===== config.mk =====
export PLATFORM = sky130hd
export DESIGN_NAME = rsa_modexp_sequencer
export DESIGN_NICKNAME = d
export VERILOG_FILES = /design/src/rtl/rsa_modexp_sequencer.sv
export SDC_FILE = /design/constraint.sdc
export NUM_CORES = 2
export LEC_CHECK = 0
export CAP_MARGIN = 20
export CELL_PAD_IN_SITES_DETAIL_PLACEMENT = 2
export CELL_PAD_IN_SITES_GLOBAL_PLACEMENT = 2
export CORE_AREA = 2 2 420 422
export DETAILED_ROUTE_END_ITERATION = 8
export DIE_AREA = 0 0 422 424
export PLACE_DENSITY = 0.78
export SLEW_MARGIN = 20
export SYNTH_ARGS = -nofsm -noshare
export SYNTH_HDL_FRONTEND = slang
export SYNTH_SLANG_ARGS = --single-unit

===== constraint.sdc =====
create_clock -name clk -period 114.1 [get_ports clk]
set_clock_uncertainty 0.15 [all_clocks]
set_input_delay 22.82 -clock clk [delete_from_list [all_inputs] [get_ports clk]]
set_output_delay 22.82 -clock clk [all_outputs]
set_load 0.02 [all_outputs]

===== src/rtl/rsa_modexp_sequencer.sv =====
// rsa_modexp_sequencer
// Control FSM for left-to-right square-and-multiply modular exponentiation in
// the Montgomery domain. Holds only the exponent and bit index; it steers one
// shared external Montgomery multiplier and the operand/result registers that
// live in the wrapper datapath.
module rsa_modexp_sequencer #(
  parameter int EXP_WIDTH = 1024,
  parameter int CNT_W     = 10
) (
  input  logic                 clk,
  input  logic                 reset,
  input  logic                 start,
  input  logic                 abort,
  input  logic [EXP_WIDTH-1:0] exponent,
  input  logic [CNT_W:0]       exp_len,
  output logic                 busy,
  output logic                 done,
  output logic                 error,
  output logic                 acc_init,
  output logic                 mul_start,
  output logic [1:0]           mul_op,
  input  logic                 mul_done,
  output logic                 xm_we,
  output logic                 acc_we,
  output logic [CNT_W-1:0]     bit_idx,
  output logic [3:0]           state
);

  typedef enum logic [3:0] {
    ST_IDLE       = 4'd0,
    ST_INIT       = 4'd1,
    ST_PRE_ISSUE  = 4'd2,
    ST_PRE_WAIT   = 4'd3,
    ST_SQR_ISSUE  = 4'd4,
    ST_SQR_WAIT   = 4'd5,
    ST_MUL_ISSUE  = 4'd6,
    ST_MUL_WAIT   = 4'd7,
    ST_POST_ISSUE = 4'd8,
    ST_POST_WAIT  = 4'd9,
    ST_DONE       = 4'd10
  } state_t;

  localparam logic [CNT_W:0] EXP_MAX = (CNT_W + 1)'(EXP_WIDTH);

  state_t                 state_q, state_d;
  logic [CNT_W-1:0]       bit_idx_q, bit_idx_d;
  logic [EXP_WIDTH-1:0]   exp_q, exp_d;
  logic                   err_q, err_d;

  logic                   len_bad_s;
  logic                   last_bit_s;
  logic                   cur_bit_s;
  state_t                 step_state_s;
  logic [CNT_W-1:0]       step_idx_s;

  assign len_bad_s  = (exp_len == {(CNT_W + 1){1'b0}}) || (exp_len > EXP_MAX);
  assign last_bit_s = (bit_idx_q == {CNT_W{1'b0}});
  assign cur_bit_s  = exp_q[bit_idx_q];

  // Bit-step: move to the next lower exponent bit, or finish with the out-of-domain multiply
  always_comb begin
    if (last_bit_s) begin
      step_state_s = ST_POST_ISSUE;
      step_idx_s   = bit_idx_q;
    end else begin
      step_state_s = ST_SQR_ISSUE;
      step_idx_s   = bit_idx_q - {{(CNT_W - 1){1'b0}}, 1'b1};
    end
  end

  // Next-state logic; abort outranks everything once an operation is in flight
  always_comb begin
    state_d   = state_q;
    bit_idx_d = bit_idx_q;
    exp_d     = exp_q;
    err_d     = err_q;
    if (abort && (state_q != ST_IDLE)) begin
      state_d = ST_IDLE;
    end else begin
      case (state_q)
        ST_IDLE: begin
          if (!start) begin
            state_d = ST_IDLE;
          end else if (len_bad_s) begin
            state_d = ST_DONE;
            err_d   = 1'b1;
          end else begin
            state_d   = ST_INIT;
            exp_d     = exponent;
            bit_idx_d = exp_len[CNT_W-1:0] - {{(CNT_W - 1){1'b0}}, 1'b1};
            err_d     = 1'b0;
          end
        end
        ST_INIT:       state_d = ST_PRE_ISSUE;
        ST_PRE_ISSUE:  state_d = ST_PRE_WAIT;
        ST_PRE_WAIT: begin
          if (mul_done) begin
            state_d = ST_SQR_ISSUE;
          end else begin
            state_d = ST_PRE_WAIT;
          end
        end
        ST_SQR_ISSUE:  state_d = ST_SQR_WAIT;
        ST_SQR_WAIT: begin
          if (!mul_done) begin
            state_d = ST_SQR_WAIT;
          end else if (cur_bit_s) begin
            state_d = ST_MUL_ISSUE;
          end else begin
            state_d   = step_state_s;
            bit_idx_d = step_idx_s;
          end
        end
        ST_MUL_ISSUE:  state_d = ST_MUL_WAIT;
        ST_MUL_WAIT: begin
          if (mul_done) begin
            state_d   = step_state_s;
            bit_idx_d = step_idx_s;
          end else begin
            state_d = ST_MUL_WAIT;
          end
        end
        ST_POST_ISSUE: state_d = ST_POST_WAIT;
        ST_POST_WAIT: begin
          if (mul_done) begin
            state_d = ST_DONE;
          end else begin
            state_d = ST_POST_WAIT;
          end
        end
        ST_DONE:       state_d = ST_IDLE;
        default:       state_d = ST_IDLE;
      endcase
    end
  end

  // State, bit index, captured exponent and error flag registers
  always_ff @(posedge clk or posedge reset) begin
    if (reset) begin
      state_q   <= ST_IDLE;
      bit_idx_q <= {CNT_W{1'b0}};
      exp_q     <= {EXP_WIDTH{1'b0}};
      err_q     <= 1'b0;
    end else begin
      state_q   <= state_d;
      bit_idx_q <= bit_idx_d;
      exp_q     <= exp_d;
      err_q     <= err_d;
    end
  end

  // Datapath controls decoded from the current state; write enables gated by abort
  always_comb begin
    mul_start = 1'b0;
    mul_op    = 2'd0;
    xm_we     = 1'b0;
    acc_we    = 1'b0;
    case (state_q)
      ST_PRE_ISSUE:  mul_start = 1'b1;
      ST_PRE_WAIT:   xm_we     = mul_done & ~abort;
      ST_SQR_ISSUE: begin
        mul_start = 1'b1;
        mul_op    = 2'd1;
      end
      ST_SQR_WAIT: begin
        mul_op = 2'd1;
        acc_we = mul_done & ~abort;
      end
      ST_MUL_ISSUE: begin
        mul_start = 1'b1;
        mul_op    = 2'd2;
      end
      ST_MUL_WAIT: begin
        mul_op = 2'd2;
        acc_we = mul_done & ~abort;
      end
      ST_POST_ISSUE: begin
        mul_start = 1'b1;
        mul_op    = 2'd3;
      end
      ST_POST_WAIT: begin
        mul_op = 2'd3;
        acc_we = mul_done & ~abort;
      end
      default:       mul_op = 2'd0;
    endcase
  end

  assign busy     = (state_q != ST_IDLE);
  assign acc_init = (state_q == ST_INIT);
  assign done     = (state_q == ST_DONE);
  assign error    = (state_q == ST_DONE) & err_q;
  assign bit_idx  = bit_idx_q;
  assign state    = state_q;

endmodule


==> key figures <==
Timing
  – Hold slack: 0.319 ns
  – Slew Limit Fails: 0
  – Final hold vios: 0
  – FMAX: 0.0208 GHz
  – Final WS setup: 66.12 ns
  – Final setup violation count: 0
  – Slew margin rel.: 0.189
  – Period utilization: 0.421
  – Crit path time final: 47.98 ns
  – Worst-Margin Slew: 1.22 ns
  – RSZ-0062 raised after global routing: false
  – TNS Setup: 0 ns

Clocking
  – Post-CTS Setup Bufs: 0
  – Clock Latency Late Sink: 0.80 ns
  – CTS Sinks: 1039
  – Clk buf depth: 3
  – Cts repair resizes: 0
  – H-Tree Depth: 4
  – CTS tree: built
  – CTS Buf Count: 131
  – Clock slew at reported path FFs: 0.05 ns
  – Post-CTS Hold Fix Bufs: 0
  – CTS Root Cell: clkbuf_16

Placed design
  – RePlAce Congestion: 0.846
  – Placed cells: 8406
  – Port bufs: 1062
  – Placed instance area: 60700 um2
  – Pre-CTS WS: 66.06 ns
  – Detailed placement HPWL: 166000 um

Floorplan
  – Initial Util: 0.274
  – Die ar.: 179000 um2
  – Die Y: 424 um
  – Number of I/O pins: 1063
  – Row cnt: 154
  – Die X: 422 um
  – Placeable Area: 175000 um2

Power
  – Worst VDD drop: 0.0000181 V
  – Pleak: 31.3 nW
  – Power density cells: 27.1 nW/um2
  – Total Power: 1.77 mW

Detailed routing
  – Final ANT Viol Nets: 0
  – Post-route DRC: 0
  – Top routing layer used: met5
  – Post-Route M1 WL: 91900 um
  – Pre-Repair DR Iteration Count: 5
  – Via density: 4.92
  – DR vias: 42992
  – Length of routed met3 wiring: 10600 um
  – WL met2: 118000 um
  – DRT Wirelength: 234000 um
  – Routed length per instance: 26.7 um
  – Iteration-0 DRC Markers: 2635

GRT
  – First-pass GRT wire length: 335000 um
  – Vias in the first global route: 48187
  – Grt total ovfl: 0
  – Total GRT Usage: 0.256
  – Largest net degree at the start of global routing: 237
  – Initial antenna violation count: 160

Logic synthesis
  – Post-synth top flop: dfrtp_1
  – Synth Register Bits: 1039
  – Synth warn: 0
  – Post-synth EDFFs: 0
  – Syn Inst Count: 5272
  – Sequential area share after synthesis: 0.543
  – Net Count, Synth: 6313
  – Async S/R FF share, synth: 1.00
  – Post-synthesis average cell area: 9.08 um2
  – Post-synth design cell area: 47900 um2
  – Netlist cell types: 72

Layout
  – Area growth, synth to finish: 36.6%
  – Finished Layout Cells: 8747
  – Post-route cell area: 65400 um2
  – Final nets: 7243
  – Most frequent cells in the layout: 3131 x nand2_1, 1062 x clkdlybuf4s50_1, 1031 x dfrtp_1
  – Share of cells above drive strength 1: 0.0858
  – Commonest non-fill, non-tap cell in the layout: nand2_1
  – Final core utilization: 0.374

Flow run
  – Max-cap violations: 0

Min path
  – Hold Path Origin: exp_q[604]$_DFFE_PP0P_
  – Hold WC Path Type: flop to flop
  – Worst hold stages: 2
  – Hold EP: exp_q[604]$_DFFE_PP0P_

Critical path
  – CP endpoint kind: output port
  – Worst Reg-to-Reg Cells: 13
  – Worst r2r src: bit_idx[0]$_DFFE_PP0P_
  – Crit-path max FO: 6
  – RR Endpoint: bit_idx[6]$_DFFE_PP0P_
  – Critical Path AT: 25.01 ns
  – CP Class: input pin to output port
  – Worst setup SP type: input pin
  – R2R Setup Slk: 107.30 ns
  – Crit path required time: 91.13 ns

Run status
  – Status: completed
-- registers in the layout (all words and copies together), names as in the netlist --
name and count:
exp_q 1024, bit_idx 10, state 4, err_q 1
-- synth_stat cells (5+ instances only) --
library cell | count | area, um2
nand2b_1 | 10 | 62.6
a2111oi_0 | 6 | 52.6
inv_1 | 7 | 26.3
a21oi_1 | 51 | 255
buf_1 | 13 | 48.8
a211oi_1 | 14 | 105
nor2b_1 | 8 | 50.1
and2_1 | 9 | 56.3
o22ai_1 | 13 | 81.3
dfrtp_1 | 1039 | 26000
o221ai_1 | 5 | 43.8
nand2_1 | 3131 | 11800
buf_6 | 15 | 169
and3_1 | 12 | 75.1
buf_2 | 27 | 135
nor4_1 | 8 | 50.1
mux2_2 | 20 | 225
clkbuf_1 | 269 | 1010
nand3_1 | 19 | 95.1
or3_1 | 5 | 31.3
buf_4 | 13 | 97.6
mux2i_1 | 123 | 1230
o211ai_1 | 6 | 45.0
o21ai_0 | 15 | 75.1
nor3_1 | 18 | 90.1
mux4_2 | 199 | 4480
nor2_1 | 53 | 199
a22oi_1 | 80 | 601
-- report_power, final --
| group | total [mW] | switching (mW) | internal (mW) |
|---|---|---|---|
| sequential | 0.645 | 0.110 | 0.535 |
| clock | 0.428 | 0.175 | 0.253 |
| combinational | 0.701 | 0.419 | 0.282 |
-- metal layers --
metal,GRT usage,vias to the layer above
li1,-,18967
met1,0.301,22365
met2,0.436,1129
met3,0.0497,467
met4,0.151,64
met5,0,-
-- area by class of cell --
class | instances | area, um2
antenna | 111 | 278
tap | 2340 | 2930
multi-input combinational | 3883 | 20400
sequential | 1039 | 26000
fill | 19166 | 110000
inverter | 8 | 40.0
timing repair buffer | 1139 | 11400
clock buffer | 185 | 3850
clock inverter | 42 | 498
-- worst max-delay path by stage --
stage / from / to / cells past startpoint
after floorplan: reset / bit_idx[0]$_DFFE_PP0P_ / 1
after global placement: abort / xm_we / 3
after detailed placement: abort / xm_we / 3
after CTS: abort / xm_we / 3
after global routing: abort / xm_we / 3
final: abort / xm_we / 3
-- worst max-delay path: stages --
cell,delay (ns)
clkdlybuf4s50_1,0.61
nor4_1,0.80
clkdlybuf4s50_1,0.77
-- cell families (layout without fill, tap and decap cells) --
logic type,after synthesis,after routing,share of synthesized area
AO/OA/AOI/OAI,247,247,0.0373
XOR/XNOR,2,2,0.000366
adder cells (fa/ha/maj),1,1,0.000261
buffers and inverters,350,1374,0.0323
flip-flops,1039,1039,0.543
multiplexers,342,342,0.124
other,0,111,0
AND/OR/NAND/NOR,3291,3291,0.263
Note: power is estimated with default switching activity, not from simulation.
